$ cat src/rtl/arbl2_rr_pkg.sv
// Shared L2/directory memory-channel payload types and buffer depth used by the
// arbl2_rr slice; every module imports these rather than declaring its own copy.
package arbl2_rr_pkg;

  localparam int BUF_DEPTH = 2;
  localparam int L2ID_W    = 6;

  typedef struct packed {
    logic [L2ID_W-1:0] l2id;
    logic [2:0]        cmd;
    logic [31:0]       paddr;
  } I_l2todr_req_type;

  typedef struct packed {
    logic [L2ID_W-1:0] l2id;
    logic [3:0]        snack;
    logic [31:0]       paddr;
  } I_drtol2_snack_type;

endpackage

$ cat src/rtl/arbl2_rr_if.sv
// Bundle of every valid/retry channel around the L2 round-robin arbiter:
// per-pipe requests in, merged request out, directory snacks in, per-pipe snacks out.
interface arbl2_rr_if
  import arbl2_rr_pkg::*;
#(
  parameter int NPORTS = 4
);
  logic [NPORTS-1:0]  l2d_todr_req_valid;
  logic [NPORTS-1:0]  l2d_todr_req_retry;
  I_l2todr_req_type   l2d_todr_req [NPORTS];

  logic               l2todr_req_valid;
  logic               l2todr_req_retry;
  I_l2todr_req_type   l2todr_req;

  logic               drtol2_snack_valid;
  logic               drtol2_snack_retry;
  I_drtol2_snack_type drtol2_snack;

  logic [NPORTS-1:0]  drtol2d_snack_valid;
  logic [NPORTS-1:0]  drtol2d_snack_retry;
  I_drtol2_snack_type drtol2d_snack [NPORTS];

  logic [7:0]         snack_drop_cnt;

  modport slave (
    input  l2d_todr_req_valid, l2d_todr_req,
    output l2d_todr_req_retry,
    output l2todr_req_valid, l2todr_req,
    input  l2todr_req_retry,
    input  drtol2_snack_valid, drtol2_snack,
    output drtol2_snack_retry,
    output drtol2d_snack_valid, drtol2d_snack,
    input  drtol2d_snack_retry,
    output snack_drop_cnt
  );

  modport master (
    output l2d_todr_req_valid, l2d_todr_req,
    input  l2d_todr_req_retry,
    input  l2todr_req_valid, l2todr_req,
    output l2todr_req_retry,
    output drtol2_snack_valid, drtol2_snack,
    input  drtol2_snack_retry,
    input  drtol2d_snack_valid, drtol2d_snack,
    output drtol2d_snack_retry,
    input  snack_drop_cnt
  );

endinterface

$ cat src/rtl/arbl2_rr_buf.sv
// Two-entry valid/retry elastic buffer. Output valid comes straight from the
// occupancy register, so downstream retry never reaches out_valid combinationally.
module arbl2_rr_buf
  import arbl2_rr_pkg::*;
#(
  parameter int DATA_W = 8
) (
  input  logic              clk,
  input  logic              reset,
  input  logic              in_valid,
  output logic              in_retry,
  input  logic [DATA_W-1:0] in_data,
  output logic              out_valid,
  input  logic              out_retry,
  output logic [DATA_W-1:0] out_data
);

  localparam int AW = $clog2(BUF_DEPTH);
  localparam int CW = $clog2(BUF_DEPTH + 1);

  logic [DATA_W-1:0] mem_p1 [BUF_DEPTH];
  logic [AW-1:0]     wr_ptr;
  logic [AW-1:0]     rd_ptr;
  logic [CW-1:0]     cnt;
  logic              push;
  logic              pop;

  // A pop in the same cycle frees a slot, so a full buffer still takes a push.
  assign out_valid = !reset && (cnt != '0);
  assign pop       = out_valid && !out_retry;
  assign in_retry  = !reset && (cnt == CW'(BUF_DEPTH)) && !pop;
  assign push      = !reset && in_valid && !in_retry;
  assign out_data  = mem_p1[rd_ptr];

  always_ff @(posedge clk) begin
    if (reset) begin
      wr_ptr <= '0;
      rd_ptr <= '0;
      cnt    <= '0;
    end else begin
      if (push) wr_ptr <= wr_ptr + AW'(1);
      if (pop)  rd_ptr <= rd_ptr + AW'(1);
      case ({push, pop})
        2'b10:   cnt <= cnt + CW'(1);
        2'b01:   cnt <= cnt - CW'(1);
        default: cnt <= cnt;
      endcase
    end
  end

  always_ff @(posedge clk) begin
    if (push) mem_p1[wr_ptr] <= in_data;
  end

endmodule

$ cat src/rtl/arbl2_rr.sv
// Round-robin merge of NPORTS L2 request pipes onto one directory channel, and
// l2id-based fan-out of directory snacks back to the pipes with per-pipe buffering.
module arbl2_rr
  import arbl2_rr_pkg::*;
#(
  parameter int NPORTS = 4,
  parameter int IDW    = 6
) (
  input  logic        clk,
  input  logic        reset,
  arbl2_rr_if.slave   bus
);

  localparam int PW      = (NPORTS > 1) ? $clog2(NPORTS) : 1;
  localparam int REQ_W   = $bits(I_l2todr_req_type);
  localparam int SNACK_W = $bits(I_drtol2_snack_type);

  logic [PW-1:0]      rr_ptr;
  logic [PW-1:0]      grant;
  logic [PW:0]        idx_sum;
  logic               any_valid;
  logic               req_full;
  logic [NPORTS-1:0]  req_retry;
  I_l2todr_req_type   grant_req;
  logic [REQ_W-1:0]   req_out_data;

  // Request side: pick the first valid pipe at or after rr_ptr.
  always_comb begin
    grant     = '0;
    any_valid = 1'b0;
    idx_sum   = '0;
    for (int i = 0; i < NPORTS; i++) begin
      idx_sum = {1'b0, rr_ptr} + (PW+1)'(i);
      if (idx_sum >= (PW+1)'(NPORTS)) idx_sum = idx_sum - (PW+1)'(NPORTS);
      if (!any_valid && bus.l2d_todr_req_valid[idx_sum[PW-1:0]]) begin
        any_valid = 1'b1;
        grant     = idx_sum[PW-1:0];
      end
    end
  end

  assign grant_req = bus.l2d_todr_req[grant];

  always_comb begin
    req_retry = '0;
    for (int p = 0; p < NPORTS; p++) begin
      req_retry[p] = !reset && bus.l2d_todr_req_valid[p] &&
                     ((grant != PW'(p)) || req_full);
    end
  end

  assign bus.l2d_todr_req_retry = req_retry;

  always_ff @(posedge clk) begin
    if (reset) begin
      rr_ptr <= '0;
    end else if (any_valid && !req_full) begin
      rr_ptr <= (grant == PW'(NPORTS-1)) ? '0 : grant + PW'(1);
    end
  end

  arbl2_rr_buf #(.DATA_W(REQ_W)) u_req_buf (
    .clk       (clk),
    .reset     (reset),
    .in_valid  (any_valid),
    .in_retry  (req_full),
    .in_data   (grant_req),
    .out_valid (bus.l2todr_req_valid),
    .out_retry (bus.l2todr_req_retry),
    .out_data  (req_out_data)
  );

  assign bus.l2todr_req = req_out_data;

  // Snack side: IDW must not exceed the l2id field width of the snack payload.
  logic [IDW-1:0]     snack_port;
  logic               in_range;
  logic [NPORTS-1:0]  snk_in_valid;
  logic [NPORTS-1:0]  snk_full;
  logic [NPORTS-1:0]  snk_out_valid;
  logic [SNACK_W-1:0] snk_out_data [NPORTS];
  logic [7:0]         drop_cnt;

  assign snack_port = bus.drtol2_snack.l2id[IDW-1:0];
  assign in_range   = (int'(snack_port) < NPORTS);

  for (genvar i = 0; i < NPORTS; i++) begin : g_snack
    assign snk_in_valid[i] = bus.drtol2_snack_valid && in_range &&
                             (int'(snack_port) == i);

    arbl2_rr_buf #(.DATA_W(SNACK_W)) u_snack_buf (
      .clk       (clk),
      .reset     (reset),
      .in_valid  (snk_in_valid[i]),
      .in_retry  (snk_full[i]),
      .in_data   (bus.drtol2_snack),
      .out_valid (snk_out_valid[i]),
      .out_retry (bus.drtol2d_snack_retry[i]),
      .out_data  (snk_out_data[i])
    );

    assign bus.drtol2d_snack[i] = snk_out_data[i];
  end

  assign bus.drtol2d_snack_valid = snk_out_valid;
  assign bus.drtol2_snack_retry  = |(snk_in_valid & snk_full);

  // Out-of-range snacks are swallowed without retry and only counted.
  always_ff @(posedge clk) begin
    if (reset) begin
      drop_cnt <= '0;
    end else if (bus.drtol2_snack_valid && !in_range && (drop_cnt != 8'hFF)) begin
      drop_cnt <= drop_cnt + 8'd1;
    end
  end

  assign bus.snack_drop_cnt = drop_cnt;

endmodule

$ cat src/flat_wrapper.sv
// flat-port wrapper written by rule: the top's interface ports become plain ports
module arbl2_rr_flat import arbl2_rr_pkg::*;
#(
  parameter int NPORTS = 4,
  parameter int IDW    = 6
)
  (clk, reset, bus_l2d_todr_req_valid, bus_l2d_todr_req, bus_l2d_todr_req_retry, bus_l2todr_req_valid, bus_l2todr_req, bus_l2todr_req_retry, bus_drtol2_snack_valid, bus_drtol2_snack, bus_drtol2_snack_retry, bus_drtol2d_snack_valid, bus_drtol2d_snack, bus_drtol2d_snack_retry, bus_snack_drop_cnt);
  arbl2_rr_if #(.NPORTS(NPORTS)) bus_i ();
  input  logic clk;
  input  logic reset;
  input wire logic [$bits(bus_i.l2d_todr_req_valid)-1:0] bus_l2d_todr_req_valid;
  input wire logic [$bits(bus_i.l2d_todr_req)-1:0] bus_l2d_todr_req;
  output wire logic [$bits(bus_i.l2d_todr_req_retry)-1:0] bus_l2d_todr_req_retry;
  output wire logic [$bits(bus_i.l2todr_req_valid)-1:0] bus_l2todr_req_valid;
  output wire logic [$bits(bus_i.l2todr_req)-1:0] bus_l2todr_req;
  input wire logic [$bits(bus_i.l2todr_req_retry)-1:0] bus_l2todr_req_retry;
  input wire logic [$bits(bus_i.drtol2_snack_valid)-1:0] bus_drtol2_snack_valid;
  input wire logic [$bits(bus_i.drtol2_snack)-1:0] bus_drtol2_snack;
  output wire logic [$bits(bus_i.drtol2_snack_retry)-1:0] bus_drtol2_snack_retry;
  output wire logic [$bits(bus_i.drtol2d_snack_valid)-1:0] bus_drtol2d_snack_valid;
  output wire logic [$bits(bus_i.drtol2d_snack)-1:0] bus_drtol2d_snack;
  input wire logic [$bits(bus_i.drtol2d_snack_retry)-1:0] bus_drtol2d_snack_retry;
  output wire logic [$bits(bus_i.snack_drop_cnt)-1:0] bus_snack_drop_cnt;
  assign bus_i.l2d_todr_req_valid = bus_l2d_todr_req_valid;
  assign bus_i.l2d_todr_req = {>>{bus_l2d_todr_req}};
  assign bus_l2d_todr_req_retry = bus_i.l2d_todr_req_retry;
  assign bus_l2todr_req_valid = bus_i.l2todr_req_valid;
  assign bus_l2todr_req = bus_i.l2todr_req;
  assign bus_i.l2todr_req_retry = bus_l2todr_req_retry;
  assign bus_i.drtol2_snack_valid = bus_drtol2_snack_valid;
  assign bus_i.drtol2_snack = bus_drtol2_snack;
  assign bus_drtol2_snack_retry = bus_i.drtol2_snack_retry;
  assign bus_drtol2d_snack_valid = bus_i.drtol2d_snack_valid;
  assign bus_drtol2d_snack = {>>{bus_i.drtol2d_snack}};
  assign bus_i.drtol2d_snack_retry = bus_drtol2d_snack_retry;
  assign bus_snack_drop_cnt = bus_i.snack_drop_cnt;
  arbl2_rr #(.NPORTS(NPORTS), .IDW(IDW)) u_core (.clk(clk), .reset(reset), .bus(bus_i));
endmodule
$ cat config.mk
export PLATFORM = sky130hd
export DESIGN_NAME = arbl2_rr_flat
export DESIGN_NICKNAME = d
export VERILOG_FILES = /design/src/rtl/arbl2_rr_pkg.sv /design/src/rtl/arbl2_rr_if.sv /design/src/rtl/arbl2_rr_buf.sv /design/src/rtl/arbl2_rr.sv /design/src/flat_wrapper.sv
export SDC_FILE = /design/constraint.sdc
export NUM_CORES = 1
export LEC_CHECK = 0
export BUFFER_PORTS_ARGS = -buffer_cell sky130_fd_sc_hd__buf_2
export CORE_MARGIN = 2
export CORE_UTILIZATION = 48
export CTS_CLUSTER_DIAMETER = 30
export DETAILED_ROUTE_END_ITERATION = 8
export PLACE_DENSITY = 0.88
export SLEW_MARGIN = 20
export SYNTH_ARGS = -nofsm -noshare
export SYNTH_HDL_FRONTEND = slang
export SYNTH_HIERARCHICAL = 1
export SYNTH_SLANG_ARGS = --single-unit
$ cat constraint.sdc
create_clock -name clk -period 5.4 [get_ports clk]
set_clock_uncertainty 0.2 [all_clocks]
set_input_delay 0.54 -clock clk [delete_from_list [all_inputs] [get_ports clk]]
set_output_delay 0.54 -clock clk [all_outputs]
set_load 0.1 [all_outputs]
==> results.toml, run 1 <==
[critical_path]
r2r_setup_slack_ps = 2400
cp.required_ps = 4660
start_kind = "flop"
arrival_ps = 3010
crit_slowest_cell = "a311oi_4"
path_class = "flop to primary output"
slowest_delay_ps = 700
end_kind = "primary output"
crit_path_max_fanout = 12
worstPathCellList = "mux2i_1, nor2_1, a311oi_4, nor3_1, nor3b_1, buf_2"

[timing]
period_minus_slack_ps = 3750
setup_viol = 0
slew_violations = 0
worst_pin_slew_ps = 1070
slew_headroom_pct = 28.9
hold_viol = 0
tns_ps = 0
grt_setup_unrepaired = "no"
max_freq_mhz = 267
period_share_pct = 69.4

[grt]
grt_start_max_net_pins = 62
grt-ovfl-total = 0
antenna_found_initial = 4
grt_pass1_wl_um = 65800
track_usage_pct = 22.4
grt_pass1_vias = 11417

[power]
leakagePower_nw = 8.96
max-vdd-ir-drop_v = 0.000252
p_per_area_mw_per_mm2 = 422

[clocking]
htreeDepth = 3
cts_setup_buffers = 0
clock_latency_ps = 590
cts_tree = "done"
numClockSinks = 453
cts_buffers = 80
clk_pin_slew_ps = 60
cts-root-buf = "clkbuf_16"
clk_path_buf_depth = 3

[yosys]
yosysWarningCount = 6
synth_top_cell_area_share_pct = 68.3
ys_seq_elements = 453
ys_seq_area_share_pct = 72.1
synth_area_sq_mm = 0.0184
avgSynthCellArea_sq_um = 18.0
ys_types = 45
synth_cells = 1020
synthTopCellsByArea = "edfxtp_1 (68%), mux2_2 (13%), mux2i_1 (6.9%)"
async_reset_ff_share_pct = 0
yosysTopAreaCell = "edfxtp_1"
synth_nets = 1240
synth_ff_type = "edfxtp_1"
synth_edf_count = 418

[floorplan]
core_sq_mm = 0.0377
die_h_um = 200
die_area_sq_mm = 0.0399
start_util_pct = 48.8
ios = 445
rows = 71
die_w_um = 200

[flow_run]
max_cap_violations = 0

[placement]
dpl_cell_area_sq_mm = 0.0211
place_hpwl_um = 29800
io_buffers = 444
gp_congestion = 0.910

[routing]
drtPass1Iterations = 5
post_drt_via_cell_ratio = 5.34
wl_per_cell_um = 22.0
vias = 11177
drc = 0
drtIter0Drc = 582
ant_nets = 0
routed_wirelength_um = 46200

[finish]
final_layout_size_suffix_gt1_share_pct = 52.8
syn2layout_area_growth_pct = 29.7
fin_area_sq_mm = 0.0238
multi_input_area_sq_mm = 0.00483
regArea_sq_mm = 0.0133
num-fill-cells = 2671
fin_nets = 1736

[status]
status = "finished clean"

[min_path]
hp-class = "input port to flop"
==> cells in the final DEF, fill, tap and decap left out, types with 4 or more instances in the layout <==
master      synthesis  final
buf_4              23     15
o21ai_1             5      5
nor2_2              5      5
clkinvlp_4          0     11
dfxtp_1            35     30
and4_2              5      5
inv_1               9      9
buf_2               8    444
nor3_2              0      5
mux2i_1           127    127
o21ai_0            11     11
bufinv_16           0     10
clkinv_1            0     10
clkbuf_16           0     82
nor2b_1             5      5
nand2_1            10     10
a2111oi_2           5      5
nor3b_2             0      4
edfxtp_1          418    418
diode_2             0      4
a21o_1              5      5
clkbuf_1            6      7
mux2_2            211    211
nand3_1             6      6
nand3b_1            6      6
nor3_1              9      4
or3_1               5      5
xnor2_1             5      5
clkinv_4            0     10
a21oi_1            24     24
nor2_1             29     29
inv_6               0      5
clkinv_2            0      8
==> final timing paths <==
kind | startpoint | endpoint | cells past startpoint
max | u_core/rr_ptr[1] | bus_l2d_todr_req_retry[0] | 6
min | bus_drtol2_snack[30] | u_core/g_snack[2].u_snack_buf/mem_p1[1][30] | 1
max reg2reg | u_core/rr_ptr[1] | u_core/u_req_buf/mem_p1[1][2] | 5
min reg2reg | u_core/g_snack[1].u_snack_buf/rd_ptr | flop | 2
==> state kept, by name, indices dropped and copies added, names as in the netlist, named ones only <==
signal	flops
u_core/u_req_buf/wr_ptr	1
u_core/rr_ptr	2
u_core/g_snack.u_snack_buf/rd_ptr	4
u_core/u_req_buf/cnt	2
u_core/u_req_buf/mem_p1	82
u_core/g_snack.u_snack_buf/wr_ptr	4
u_core/bus.snack_drop_cnt	8
u_core/u_req_buf/rd_ptr	1
u_core/g_snack.u_snack_buf/mem_p1	336
u_core/g_snack.u_snack_buf/cnt	8
==> cell usage after synthesis (all sizes together), types with 6 or more instances <==
cell and n:
nor3 9, mux2i 127, edfxtp 418, nand3 6, nor3b 8, nand3b 6, mux2 214, dfxtp 35
buf 37, nor2 34, nand2 10, inv 9, o21ai 17, clkbuf 9, a21oi 25
==> timing repair <==
action                                  4_1_cts  5_1_grt
endpoints found under the hold margin         7        0
resized for setup                             0        0
hold buffers                                  1        0
endpoints found under the setup margin        0        0
==> area by class of cell <==
class	instances	share of cell area [%]
diodes	4	0.0420
clock buffers	91	8.84
clock inverters	55	2.55
inverters	9	0.142
multi-input cells	512	20.3
flip-flops and latches	453	55.7
well taps	511	2.68
repair buffers	460	9.84
==> report_power, final <==
group	internal (mW)	switching (mW)
combinational	0.297	0.801
clock	3.29	1.68
sequential	3.96	0.0383
total	7.54	2.52
==> cell families after synthesis <==
kind of cell             Yosys count  synth area share (%)
AO/OA/AOI/OAI                     62                  2.27
XOR/XNOR                           7                 0.334
adder cells (fa/ha/maj)            2                 0.136
buffers and inverters             55                  2.04
flip-flops                       453                  72.1
multiplexers                     342                  20.1
AND/OR/NAND/NOR                   99                  2.97
==> metal layers <==
metal  GRT usage (%)  routed length [um]  up-vias
met5               0                   0        -
met3            5.96                4320       94
met2            40.1               24000      576
met1            24.2               16100     5495
met4            11.4                1810        0
li1                -                   -     5012
==> worst max-delay path: cells and delay by family (launching register included) <==
kind / cells / cell delay, ps
AO/OA/AOI/OAI: 1 / 700
buffers and inverters: 1 / 500
flip-flops: 1 / 500
multiplexers: 1 / 240
AND/OR/NAND/NOR: 3 / 500
==> per-stage QoR <==
step | std cells | power [mW] | setup slack (ps) | utilization (%) | hold slack [ps]
2_1_floorplan | 1020 | 4.90 | 6.58 | - | 280
3_5_place_dp | 1944 | 5.16 | 1720 | 56.0 | 298
4_1_cts | 2091 | 10.1 | 1610 | 63.2 | 2.78
3_3_place_gp | 1944 | 5.14 | 1830 | 56.0 | 281
6_report | 2095 | 10.1 | 1650 | 63.3 | 29.6
5_1_grt | 2095 | 10.3 | 1500 | 63.3 | 24.8
No activity file was read; power rests on OpenSTA's default activity.
==> run 2, diff against run 1 <==
ABC_AREA = 1   (was unset)
CORE_UTILIZATION = 50   (was 48)
PLACE_DENSITY = 0.87   (was 0.88)
clock period = 3.84 ns   (was 5.4 ns; I/O delays follow)
==> run 2 against run 1 <==
  * Sequential share of layout area fell by 4.1 points
  * Setup slack got worse by 1400 ps
  * Non-clock buffer count rose by 82
  * Core utilization rose by 4.6 points
  * Critical path depth rose by 6
  * Clock-buffer cell count rose by 2
  * Final cell count rose by 22%
  * Flip-flop and latch count did not move
  * Critical endpoint is now bus_l2d_todr_req_retry[3]
  * Largest cell class unchanged
==> results.toml, run 2 <==
[status]
status = "finished clean"

[yosys]
ys_top_cells_by_count = "edfxtp_1 (418), nand2_1 (282), mux2_2 (199)"
synth_top_cell_area_share_pct = 65.1
ys_seq_elements = 453
yosysTopAreaCell = "edfxtp_1"
synth_cells = 1413
ys_types = 34
ys_seq_area_share_pct = 68.8
synth_edf_count = 418
async_reset_ff_share_pct = 0
synth_ff_type = "edfxtp_1"
yosysWarningCount = 6
yosysMostFrequentCell = "edfxtp_1"
synth_nets = 1633
synth_area_sq_mm = 0.0193
avgSynthCellArea_sq_um = 13.6
synthTopCellsByArea = "edfxtp_1 (65%), mux2_2 (12%), nand2_1 (5.5%)"

[clocking]
clk_path_buf_depth = 3
clock_latency_ps = 580
cts_tree = "done"
numClockSinks = 453
htreeDepth = 3
cts_buffers = 83
cts_setup_buffers = 0
cts-root-buf = "clkbuf_16"
clk_pin_slew_ps = 50

[finish]
syn2layout_area_growth_pct = 33.4
regArea_sq_mm = 0.0133
num-fill-cells = 2517
largest_reg_flops = 336
final_layout_size_suffix_gt1_share_pct = 42.1
fin_cells = 2561
reg.largest.list = "u_core/g_snack.u_snack_buf/mem_p1: 336 flops, u_core/u_req_buf/mem_p1: 82 flops"
final_util_pct = 67.9
fin_nets = 2199
largest_register = "u_core/g_snack.u_snack_buf/mem_p1"
final_cell_mix = "buf_2 (442), edfxtp_1 (418), nand2_1 (281)"
multi_input_area_sq_mm = 0.00518
mostFrequentLayoutCell = "buf_2"

[timing]
tns_ps = 0
hold_viol = 0
period_share_pct = 92.3
max_freq_mhz = 282
grt_setup_unrepaired = "no"
slew_headroom_pct = 45.1
hold_slack_ps = 24.3
setup_viol = 0
period_minus_slack_ps = 3550
slew_violations = 0
worst_pin_slew_ps = 823

[routing]
dr.max_layer_used = "met4"
route.met3.wl_um = 5410
wl_met1_um = 19200
routed_wirelength_um = 56100
drtIter0Drc = 1199
drc = 0
vias = 13987
wl_met2_um = 29000
wl_per_cell_um = 21.9
drtPass1Iterations = 5
ant_nets = 0
post_drt_via_cell_ratio = 5.46

[min_path]
whs_path_depth = 4
hp-class = "input port to flop"
worstHoldStart = "bus_l2d_todr_req[29]"
hold_end = "u_core/u_req_buf/mem_p1[1][29]"

[placement]
gp_congestion = 0.947
io_buffers = 444
place_hpwl_um = 33700
numPlacedInstances = 2327

[power]
leakagePower_nw = 10.4
p_per_area_mw_per_mm2 = 778
p_total_mw = 20.0
max-vdd-ir-drop_v = 0.000862

[critical_path]
path_class = "flop to primary output"
start_kind = "flop"
cp.required_ps = 3260
worst-r2r-cell-count = 11
arrival_ps = 2960
crit_path_max_fanout = 20
r2r_setup_slack_ps = 520
r2r_end = "u_core/u_req_buf/mem_p1[0][7]"
end_kind = "primary output"
crit-reg2reg-launch = "u_core/rr_ptr[0]"

[grt]
grt-ovfl-total = 0
grt_pass1_vias = 14183
grt_pass1_wl_um = 84100
antenna_found_initial = 1
grt_start_max_net_pins = 83
track_usage_pct = 27.5

[floorplan]
die_area_sq_mm = 0.0401
die_h_um = 200
die_w_um = 200
core_sq_mm = 0.0378
rows = 71
start_util_pct = 50.9
ios = 445

[flow_run]
max_cap_violations = 0
## run 2: changes by cell type after synthesis, sizes merged, moves of 7 or more
| cell | previous run | this run |
|---|---|---|
| buf | 37 | 61 |
| nand4 | 1 | 12 |
| nand2 | 10 | 290 |
| nand3b | 6 | 42 |
| nand3 | 6 | 121 |
| nor2 | 34 | 41 |
| mux2i | 127 | 0 |
| inv | 9 | 118 |
| clkbuf | 9 | 0 |
| nor3b | 8 | 0 |
## run 2: cell type report
cell class / count / area share, %
Sequential cell: 453 / 51.6
Clock inverter: 62 / 2.92
Tap cell: 511 / 2.49
Clock buffer: 93 / 8.48
Timing Repair Buffer: 542 / 12.6
Antenna cell: 1 / 0.00974
Multi-Input combinational cell: 781 / 20.2
Inverter: 118 / 1.72
## run 2: kinds of logic (layout without fill, tap and decap cells)
group                      after synthesis  in the layout  share of synthesized area, %
DFF                                    453            453                          68.8
adders and majority gates                2              2                         0.130
and+or+nand+nor                        518            518                          12.6
muxes                                  209            209                          12.2
buffers and inverters                  179            815                          4.73
AOI/OAI and AO/OA                       50             50                          1.47
other                                    0              1                             0
xor gates and xnor gates                 2              2                        0.0909
## run 2: worst max path at each step
stage / start / endpoint / slack (ps) / cells after the start
after CTS: u_core/rr_ptr[0] / bus_l2d_todr_req_retry[3] / 80 / 12
after floorplan: u_core/rr_ptr[1] / u_core/u_req_buf/mem_p1[0][0] / 140 / 9
final: u_core/rr_ptr[0] / bus_l2d_todr_req_retry[3] / 290 / 12
after global routing: u_core/rr_ptr[0] / bus_l2d_todr_req_retry[3] / 70 / 12
after global placement: u_core/rr_ptr[0] / bus_l2d_todr_req_retry[3] / 710 / 12
after detailed placement: u_core/rr_ptr[0] / bus_l2d_todr_req_retry[3] / 720 / 12
## run 2: power breakdown
group	switching [mW]	leakage [nW]	total (mW)	internal, mW
registers	0.130	4.08	6.31	6.18
clock network	2.61	1.40	7.56	4.96
logic	4.64	4.96	6.13	1.49
## run 2: critical path: stages (launching register included)
cell	delay, ps
dfxtp_2	470
inv_2	120
nand2_1	120
nand3_2	80
nand2_2	120
inv_1	70
nand3_1	100
nand3_2	90
nand2_2	330
inv_1	90
ha_1	220
a211oi_2	350
buf_12	220
## run 2: what timing repair did
action                     CTS  global route
resized for setup            0             2
hold endpoints to repair   380             0
setup endpoints to repair    0            25
hold buffers                78             0
## run 2: through the flow
stage                     setup slack (ps)  instance area, sq um
after floorplan                        142                 19300
after global placement                 711                 22000
after detailed placement               716                 22000
after CTS                             78.2                 25700
after global routing                  74.6                 25700
final                                  294                 25700
## run 2: layer usage
metal | up-vias | global-route usage [%]
met1 | 6696 | 30.3
met4 | 0 | 13.4
met2 | 937 | 49.4
met5 | - | 0
met3 | 153 | 6.87
li1 | 6201 | -
==> run 3, diff against run 2 <==
CORE_UTILIZATION = 30   (was 50)
CTS_CLUSTER_DIAMETER = 100   (was 30)
PLACE_DENSITY = 0.62   (was 0.87)
==> run 3 against run 2 <==
  * Via count shrank 7.0%
  * Fmax grew 3.0%
  * First-iteration DRC count shrank 55%
  * Worst hold slack gained 16 ps
  * Core utilization shrank 28 points
  * Largest cell class unchanged
  * Highest routed layer is now met5
==> results.toml, run 3 (same netlist as run 2, synthesis figures left out) <==
[power]
leakagePower_nw = 9.95
p_per_area_mw_per_mm2 = 672
max-vdd-ir-drop_v = 0.000631

[floorplan]
die_area_sq_mm = 0.0663
start_util_pct = 30.4
ios = 445
die_h_um = 257
rows = 92
die_w_um = 257
core_sq_mm = 0.0633

[critical_path]
start_kind = "flop"
cp_top_family = "buffers and inverters"
path_class = "flop to primary output"
cpMostUsedCell = "nand2_2"
cp.required_ps = 3260
crit_slowest_cell = "dfxtp_2"
r2r_setup_slack_ps = 520
crit_path_max_fanout = 42
end_kind = "primary output"
slowest_delay_ps = 480
crit_buf_inv = 3
crit_cells = 10
crit-reg2reg-launch = "u_core/rr_ptr[0]"
worst-r2r-cell-count = 13
worstPathCellList = "inv_2, nand2_1, nand2_2, o21ai_1, nand4_1, nand2_2, buf_4, nor2_1, a21oi_1, buf_12"
r2r_end = "u_core/u_req_buf/mem_p1[0][13]"
arrival_ps = 2860
crit_end = "bus_l2d_todr_req_retry[1]"
critPathLaunch = "u_core/rr_ptr[0]"

[timing]
hold_slack_ps = 40.7
hold_viol = 0
setup_viol = 0
slew_violations = 0
grt_setup_unrepaired = "no"
period_share_pct = 89.6
max_freq_mhz = 291
worst_pin_slew_ps = 802
tns_ps = 0
slew_headroom_pct = 46.5
period_minus_slack_ps = 3440

[clocking]
clk_pin_slew_ps = 60
htreeDepth = 2
cts-root-buf = "clkbuf_16"
cts_buffers = 47
cts_setup_buffers = 0
numClockSinks = 453
clk_path_buf_depth = 3
cts_tree = "done"
clock_latency_ps = 600

[finish]
largest_reg_flops = 336
final_cell_mix = "buf_2 (442), edfxtp_1 (418), nand2_1 (281)"
final_layout_size_suffix_gt1_share_pct = 39.3
mostFrequentLayoutCell = "buf_2"
syn2layout_area_growth_pct = 30.3
reg.largest.list = "u_core/g_snack.u_snack_buf/mem_p1: 336 flops, u_core/u_req_buf/mem_p1: 82 flops"
fin_nets = 2203
largest_register = "u_core/g_snack.u_snack_buf/mem_p1"

[routing]
ant_nets = 0
drtIter0Drc = 543
routed_wirelength_um = 50600
vias = 13009
drc = 0
post_drt_via_cell_ratio = 4.54
wl_per_cell_um = 17.7
drtPass1Iterations = 5

[placement]
gp_congestion = 0.880
io_buffers = 444
place_hpwl_um = 34800

[grt]
grt_pass1_wl_um = 75900
track_usage_pct = 14.8
grt_start_max_net_pins = 84
grt-ovfl-total = 0
antenna_found_initial = 6
grt_pass1_vias = 13245

[status]
status = "finished clean"

[min_path]
hp-class = "input port to flop"

[flow_run]
max_cap_violations = 0
## run 3: changes by cell type in the layout (fill, tap and decap cells not counted), moves of 5 or more
cell and delta:
bufinv_16 -9, clkbuf_16 -39, clkinv_2 +5, clkinv_4 -8
clkinvlp_4 -12, dlygate4sd3_1 +37, inv_6 -7
## run 3: metrics by stage
stage / instances / util (%) / area [sq um] / setup WS [ps] / power [mW]
2_1_floorplan: 1413 / - / 19300 / 142 / 11.1
3_3_place_gp: 2665 / 35.5 / 22500 / 750 / 12.0
3_5_place_dp: 2665 / 35.5 / 22500 / 734 / 12.1
4_1_cts: 2866 / 39.7 / 25100 / 168 / 17.0
5_1_grt: 2867 / 39.7 / 25100 / 125 / 17.8
6_report: 2868 / 39.7 / 25100 / 399 / 16.9
## run 3: cell type report
class                   instances  area [sq um]
diodes                          2          5.00
inverters                     118           443
clock buffers                  53          1200
multi-input cells             781          5180
fillers                      5978         38200
flip-flops and latches        453         13300
clock inverters                33           305
repair buffers                582          3660
well taps                     846          1060
## run 3: where the power goes
group	leakage [nW]	switching [mW]	internal [mW]	total [mW]
registers	4.08	0.116	6.17	6.29
clock network	0.747	1.93	2.49	4.42
logic	5.12	4.53	1.64	6.18
total	9.95	6.58	10.3	16.9
## run 3: worst min-delay path by stage
stage / to / cells after the start / start / slack [ps]
3_3_place_gp: u_core/bus.snack_drop_cnt[2] / 1 / u_core/bus.snack_drop_cnt[2] / 280
3_5_place_dp: u_core/bus.snack_drop_cnt[3] / 2 / u_core/bus.snack_drop_cnt[3] / 290
4_1_cts: u_core/u_req_buf/mem_p1[0][14] / 5 / bus_l2d_todr_req[55] / 0.2
6_report: u_core/u_req_buf/mem_p1[1][18] / 4 / bus_l2d_todr_req[18] / 40
5_1_grt: u_core/u_req_buf/mem_p1[0][2] / 5 / bus_l2d_todr_req[125] / 30
2_1_floorplan: u_core/bus.snack_drop_cnt[4] / 1 / reset / 250
## run 3: timing repair
item,in CTS,in global routing
hold buffers,115,0
endpoints found under the setup margin,0,1
hold endpoints to repair,413,0
resized for setup,0,1
## run 3: worst reg2reg max path, stage by stage (launching register included)
cell,delay (ps)
dfxtp_2,480
inv_2,130
nand2_1,120
nand3_2,90
nand2_2,110
inv_1,70
nand3_1,100
nand3_2,100
nand2_2,130
buf_4,580
nand2_1,190
nand3_1,100
nand2_1,60
dlygate4sd3_1,570
## run 3: per-layer routing
layer  vias to the layer above  wire [um]  GRT usage, %
met5                         -         34             0
met1                      6247      20000          16.9
met4                         6       1540          5.04
li1                       6176          -             -
met2                       483      25600          26.8
met3                        97       3490          4.05
